[src/rtl/spi_slave_burst.sv]
// spi_slave_burst: oversampled SPI slave turning command/data frames into register-bank read and write strobes.
// Latency: cmd_valid, wr_en and rd_req rise 1 clk after the sampling SCLK edge is seen; rd_data is captured 1 clk after rd_req.
// Backpressure: none. The master paces the link, and the register bank must answer every rd_req on the following clk.
//
// Ports: clk/reset_n are the system clock and async active-low reset.
//        SPI_CLK/SPI_CS/SPI_MOSI are asynchronous pins. SPI_MISO/SPI_MISO_OE drive the slave-out pin.
//        rd_req/rd_addr/rd_data form the read handshake. wr_en/wr_addr/wr_data form the write strobe.
//        cmd_valid pulses once per command byte. frame_err is sticky until the next CS falling edge.
// Build option: define SPI_BURST_EN for multi-word bursts with address auto-increment.
//               Without it, one data word per frame is transferred.
module spi_slave_burst #(
    parameter int DATA_W      = 32,
    parameter int ADDR_W      = 4,
    parameter bit CPOL        = 1'b0,
    parameter bit CPHA        = 1'b0,
    parameter int SYNC_STAGES = 2
) (
    input  logic              clk,
    input  logic              reset_n,
    input  logic              SPI_CLK,
    input  logic              SPI_CS,
    input  logic              SPI_MOSI,
    output logic              SPI_MISO,
    output logic              SPI_MISO_OE,
    output logic              rd_req,
    output logic [ADDR_W-1:0] rd_addr,
    input  logic [DATA_W-1:0] rd_data,
    output logic              wr_en,
    output logic [ADDR_W-1:0] wr_addr,
    output logic [DATA_W-1:0] wr_data,
    output logic              cmd_valid,
    output logic              frame_err
);
    localparam int CNT_W = $clog2(DATA_W) + 1;

    typedef enum logic [1:0] {IDLE, CMD, DATA, DONE} state_t;
    state_t state, state_nxt;

    logic [SYNC_STAGES-1:0] clk_sync, cs_sync, mosi_sync;
    logic                   clk_d;
    logic [CNT_W-1:0]       bit_cnt;
    logic [DATA_W-2:0]      rx;
    logic [DATA_W-1:0]      tx;
    logic [ADDR_W-1:0]      addr;
    logic                   is_wr;
    logic                   load_pend;

    // Synchronisers come out of reset at the bus idle levels.
    always_ff @(posedge clk or negedge reset_n) begin
        if (!reset_n) begin
            clk_sync  <= {SYNC_STAGES{CPOL}};
            cs_sync   <= '1;
            mosi_sync <= '0;
            clk_d     <= CPOL;
        end else begin
            clk_sync  <= {clk_sync[SYNC_STAGES-2:0], SPI_CLK};
            cs_sync   <= {cs_sync[SYNC_STAGES-2:0], SPI_CS};
            mosi_sync <= {mosi_sync[SYNC_STAGES-2:0], SPI_MOSI};
            clk_d     <= clk_sync[SYNC_STAGES-1];
        end
    end

    logic sclk_s, cs_s, mosi_s, sclk_rise, sclk_fall, sample_edge, shift_edge;
    logic cmd_last, word_last;
    logic [DATA_W-1:0] rx_nxt;

    assign sclk_s      = clk_sync[SYNC_STAGES-1];
    assign cs_s        = cs_sync[SYNC_STAGES-1];
    assign mosi_s      = mosi_sync[SYNC_STAGES-1];
    assign sclk_rise   = sclk_s & ~clk_d;
    assign sclk_fall   = ~sclk_s & clk_d;
    // Modes 0 and 3 sample on the rising edge. Modes 1 and 2 sample on the falling edge.
    assign sample_edge = (CPOL == CPHA) ? sclk_rise : sclk_fall;
    assign shift_edge  = (CPOL == CPHA) ? sclk_fall : sclk_rise;
    assign cmd_last    = (bit_cnt == CNT_W'(7));
    assign word_last   = (bit_cnt == CNT_W'(DATA_W - 1));
    // The shift register value including the bit being sampled this clk.
    assign rx_nxt      = {rx, mosi_s};

    always_ff @(posedge clk or negedge reset_n) begin
        if (!reset_n) state <= IDLE;
        else          state <= state_nxt;
    end

    always_comb begin
        state_nxt = state;
        case (state)
            IDLE: if (!cs_s) state_nxt = CMD;
            CMD: begin
                if (cs_s)                          state_nxt = IDLE;
                else if (sample_edge && cmd_last)  state_nxt = DATA;
            end
            DATA: begin
                if (cs_s) begin
                    state_nxt = IDLE;
                end else begin
`ifdef SPI_BURST_EN
                    state_nxt = DATA;   // a burst runs until CS rises
`else
                    if (sample_edge && word_last) state_nxt = DONE;
`endif
                end
            end
            DONE:    if (cs_s) state_nxt = IDLE;
            default: state_nxt = IDLE;
        endcase
    end

    always_ff @(posedge clk or negedge reset_n) begin
        if (!reset_n) begin
            bit_cnt     <= '0;
            rx          <= '0;
            tx          <= '0;
            addr        <= '0;
            is_wr       <= 1'b0;
            load_pend   <= 1'b0;
            SPI_MISO    <= 1'b0;
            SPI_MISO_OE <= 1'b0;
            rd_req      <= 1'b0;
            rd_addr     <= '0;
            wr_en       <= 1'b0;
            wr_addr     <= '0;
            wr_data     <= '0;
            cmd_valid   <= 1'b0;
            frame_err   <= 1'b0;
        end else begin
            cmd_valid <= 1'b0;
            wr_en     <= 1'b0;
            rd_req    <= 1'b0;
            // The bank answers rd_req one clk later, so the tx load trails the request by one clk.
            load_pend <= rd_req;
            if (load_pend) tx <= rd_data;

            if (state == IDLE) begin
                bit_cnt   <= '0;
                rx        <= '0;
                tx        <= '0;
                SPI_MISO  <= 1'b0;
                load_pend <= 1'b0;
                if (!cs_s) begin
                    SPI_MISO_OE <= 1'b1;
                    frame_err   <= 1'b0;
                end
            end else if (cs_s) begin
                // CS wins over a coincident sample edge. A partial byte or word is an error and is dropped.
                SPI_MISO    <= 1'b0;
                SPI_MISO_OE <= 1'b0;
                bit_cnt     <= '0;
                if (bit_cnt != '0) frame_err <= 1'b1;
            end else if (state == CMD) begin
                if (sample_edge) begin
                    rx <= rx_nxt[DATA_W-2:0];
                    if (cmd_last) begin
                        bit_cnt   <= '0;
                        cmd_valid <= 1'b1;
                        addr      <= rx_nxt[ADDR_W-1:0];
                        is_wr     <= rx_nxt[7];
                        if (!rx_nxt[7]) begin
                            rd_req  <= 1'b1;
                            rd_addr <= rx_nxt[ADDR_W-1:0];
                        end
                    end else begin
                        bit_cnt <= bit_cnt + 1'b1;
                    end
                end
            end else if (state == DATA) begin
                if (shift_edge) begin
                    SPI_MISO <= tx[DATA_W-1];
                    tx       <= {tx[DATA_W-2:0], 1'b0};
                end
                if (sample_edge) begin
                    rx <= rx_nxt[DATA_W-2:0];
                    if (word_last) begin
                        bit_cnt <= '0;
                        if (is_wr) begin
                            wr_en   <= 1'b1;
                            wr_addr <= addr;
                            wr_data <= rx_nxt;
                        end
`ifdef SPI_BURST_EN
                        else begin
                            // Prefetch the next word so it is ready by the next shift edge.
                            rd_req  <= 1'b1;
                            rd_addr <= addr + 1'b1;
                        end
                        addr <= addr + 1'b1;
`else
                        SPI_MISO <= 1'b0;
`endif
                    end else begin
                        bit_cnt <= bit_cnt + 1'b1;
                    end
                end
            end else begin
                SPI_MISO <= 1'b0;   // DONE: ignore SCLK until CS rises
            end
        end
    end
endmodule
[config.mk]
export PLATFORM = sky130hd
export DESIGN_NAME = spi_slave_burst
export DESIGN_NICKNAME = d
export VERILOG_FILES = /design/src/rtl/spi_slave_burst.sv
export SDC_FILE = /design/constraint.sdc
export NUM_CORES = 1
export LEC_CHECK = 0
export ABC_CLOCK_PERIOD_IN_PS = 6400
export BUFFER_PORTS_ARGS = -buffer_cell sky130_fd_sc_hd__buf_2
export CORE_ASPECT_RATIO = 0.5
export CORE_MARGIN = 1.5
export CORE_UTILIZATION = 61
export DETAILED_ROUTE_END_ITERATION = 12
export PLACE_DENSITY = 0.87
export RECOVER_POWER = 50
export SKIP_LAST_GASP = 1
export SLEW_MARGIN = 20
export SYNTH_ARGS = -nofsm -noshare
export SYNTH_HDL_FRONTEND = slang
export SYNTH_SLANG_ARGS = --single-unit
[constraint.sdc]
create_clock -name clk -period 6.4 [get_ports clk]
set_input_delay 0.32 -clock clk [delete_from_list [all_inputs] [get_ports clk]]
set_output_delay 0.32 -clock clk [all_outputs]
set_load 0.02 [all_outputs]
==> summary.txt <==
GRT
  – Largest net degree at the start of global routing: 67
  – Vias in the first global route: around 4000
  – Initial antenna violation count: 0
  – First-pass GRT wire length: 19800 um
  – Total Routing Usage GR: around a quarter
  – GR Overflow Total: 0

Drt
  – DRC errors left: 0
  – Routed length per instance: 17.8 um
  – First-pass iteration count of the detailed router: 4
  – Post-route ant nets: 0
  – Routed wire length: 12200 um
  – Starting DRT DRC Count: about 270
  – Mean number of vias per cell: ~5.8
  – DR vias: a little under 4000

Synthesis
  – Share of the yosys chip area belonging to registers: approximately 58%
  – Async set or reset register ratio after synthesis: 100%
  – Post-synth top flop: dfrtp_1
  – Distinct cells, synth: 38
  – Synthesized instance count: approximately 490
  – Syn Area/Cell: between 10 and 15 sq um
  – Synth Cell Area: about 5600 sq um
  – Number of synthesized flops with an enable pin: 0
  – Synthesized Nets: 533
  – FF+latch count, synth: 130
  – Yosys warnings: 0

Cells and area
  – Number of fill cells: 560
  – Layout cell share with drive strength beyond 1: between 20% and 30%
  – Storage element area: ~3300 sq um
  – Nets: roughly 610
  – Layout Cells excl Fill: slightly below 700
  – Area Overhead vs Synth: 19.5%
  – Post-route cell area: slightly below 7000 sq um
  – Ant diodes: 0
  – Area occupied by multi-input gates: between 2000 and 2500 sq um

CTS
  – Clock transition at path regs: around 60 ps
  – Post-CTS sizing: 0
  – TritonCTS buffer count: 17
  – Postcts setup bufs: 0
  – Clock sink count: 130
  – H-tree levels: 4
  – CTS tree: done
  – Worst-case clock buffer depth: 2
  – Clk_lat worst skew: around 420 ps
  – CTS Root Cell: clkbuf_16

Setup path
  – Cell Chain, Critical Path: clkbuf_1 -> clkbuf_2
  – Critical path class: in -> async
  – Worst Setup SP: reset_n
  – Crit path buf inv count: 2
  – Worst r2r src: state[0]
  – CP Data Required Time: between 6000 and 7000 ps
  – Worst reg-to-reg setup slack: 2680 ps
  – Worst setup path endpoint: load_pend
  – Crit-path max cell delay: ~2300 ps
  – Crit-path max FO: 66
  – CP arrival: about 4100 ps
  – CP startpoint kind: input pin
  – Cell count along the critical path: 2
  – Worst r2r dst: rx[21]
  – Worst path slowest cell: clkbuf_1
  – Largest delay share family, worst path: buffers and inverters
  – Reg2Reg Depth: 9
  – Setup crit end kind: async pin

STA
  – Achievable Freq: about 250 MHz
  – Setup-failing EPs final: 0
  – Measured slew at the worst slew-check pin: 3310 ps
  – Count of pins over their slew limit: approximately 130
  – Post-Route Skew: about 6.6 ps
  – Final Hold Fails: 0
  – RSZ-0062 raised after global routing: false
  – Period utilisation layout: roughly 63%
  – Tmin final: between 4000 and 5000 ps
  – Setup_tns: 0 ps
  – WHS: roughly 240 ps
  – Slew margin rel.: -120%

Status
  – Violated checks: capacitance limit, slew limit
  – Status: complete, but fails checks

Floorplan
  – # IOs: between 80 and 90
  – Core area: slightly below 9000 sq um
  – FP Rows: 24
  – Die H: 70.9 um
  – Die ar.: between 9000 and 10000 sq um
  – Initial Util: approximately 64%
  – Die W: ~140 um

Pwr
  – PwrDens: about 350 nW/um^2
  – Pleak: about 0.0033 uW
  – Worst VDD drop: approximately 0.25 mV

Placement
  – RD Place Congestion: 0.855
  – Hpwl dp: roughly 7000 um
  – Port bufs: 82
  – Placed insts: roughly 650
  – Post-DP Area: about 6100 sq um

Hold path
  – Hold crit path type: in -> reg

Run
  – MaxCap Viol Count: 2
## state kept, by name, indices dropped and copies added (netlist names), 2 cells and up
register	cells
wr_data	32
tx	32
cs_sync	2
rd_addr	4
clk_sync	2
addr	4
bit_cnt	6
rx	31
state	2
mosi_sync	2
wr_addr	4
## worst min path at each step
stage	startpoint	to	slack [ps]	depth (start not counted)
after floorplan	reset_n	SPI_MISO	20	0
after global placement	mosi_sync[0]	mosi_sync[1]	330	0
after detailed placement	mosi_sync[0]	mosi_sync[1]	340	0
after CTS	reset_n	wr_data[4]	8	1
after global routing	rd_data[25]	tx[25]	240	3
final	rd_data[23]	tx[23]	240	3
## area by class of cell
cell class,count,share of cell area [%]
Timing Repair Buffer,89,6.14
Clock buffer,18,6.38
Clock inverter,13,3.46
Sequential cell,130,48.4
Multi-Input combinational cell,312,33.0
Inverter,8,0.447
Tap cell,117,2.18
## through the flow
step | total power (uW) | worst slack [ps] | utilization [%]
floorplan | 1140 | 3890 | -
global placement | 1220 | 2590 | 68.6
detailed placement | 1240 | 2380 | 68.6
CTS | 2350 | 2100 | 76.5
global route | 2430 | 1310 | 76.2
finish | 2350 | 2390 | 76.2
## power by group
part | total (uW) | switching [uW] | internal (uW)
sequential | 891 | 32.9 | 858
clock | 1090 | 363 | 729
combinational | 368 | 274 | 94.5
## synth_stat cells (3+ instances only)
| cell | n | share of area [%] |
|---|---|---|
| nand3_1 | 6 | 0.53 |
| buf_6 | 3 | 0.60 |
| nand2b_1 | 4 | 0.44 |
| clkbuf_1 | 29 | 1.9 |
| a211oi_1 | 31 | 4.1 |
| nand4_1 | 31 | 3.4 |
| nand2_1 | 69 | 4.6 |
| nor2_1 | 38 | 2.5 |
| a21oi_1 | 4 | 0.36 |
| ha_1 | 11 | 2.4 |
| mux2i_1 | 33 | 5.9 |
| mux2_2 | 45 | 9.0 |
| o211ai_1 | 4 | 0.53 |
| or3_1 | 3 | 0.33 |
| o21ai_0 | 8 | 0.71 |
| inv_1 | 8 | 0.53 |
| dfrtp_1 | 128 | 57 |
| and3_1 | 4 | 0.44 |
## placed cells by master, fill, tap and decap left out, types with 3 or more instances in the layout
master / Yosys / final
dfrtp_1: 128 / 127
nand2_1: 69 / 69
clkbuf_1: 29 / 48
mux2_2: 45 / 45
nor2_1: 38 / 37
buf_2: 0 / 35
mux2i_1: 33 / 33
a211oi_1: 31 / 31
nand4_1: 31 / 31
clkbuf_16: 0 / 17
ha_1: 11 / 11
inv_1: 8 / 8
o21ai_0: 8 / 7
nand3_1: 6 / 6
bufinv_16: 0 / 6
nand2b_1: 4 / 4
and3_1: 4 / 4
a21oi_1: 4 / 4
o211ai_1: 4 / 4
clkinvlp_4: 0 / 4
dlygate4sd3_1: 0 / 3
## cell families (layout without fill, tap and decap cells)
| kind of cell | Yosys count | count (layout) | synth area share, % |
|---|---|---|---|
| compound gates | 53 | 53 | 6.58 |
| fa+ha+maj | 11 | 11 | 2.45 |
| buf+inv | 43 | 128 | 3.36 |
| simple gates | 168 | 168 | 14.5 |
| mux | 80 | 80 | 15.3 |
| flops | 130 | 130 | 57.9 |
## what timing repair did
action | CTS | global route
hold buffers | 3 | 0
endpoints found under the setup margin | 0 | 0
hold endpoints to repair | 3 | 0
## layer usage
| layer | global-route usage [%] | wire (um) |
|---|---|---|
| met5 | 0 | 0 |
| met4 | 13.7 | 262 |
| met3 | 6.84 | 639 |
| met2 | 41.5 | 6000 |
| met1 | 34.0 | 5330 |
(Power assumes the default switching activity.)
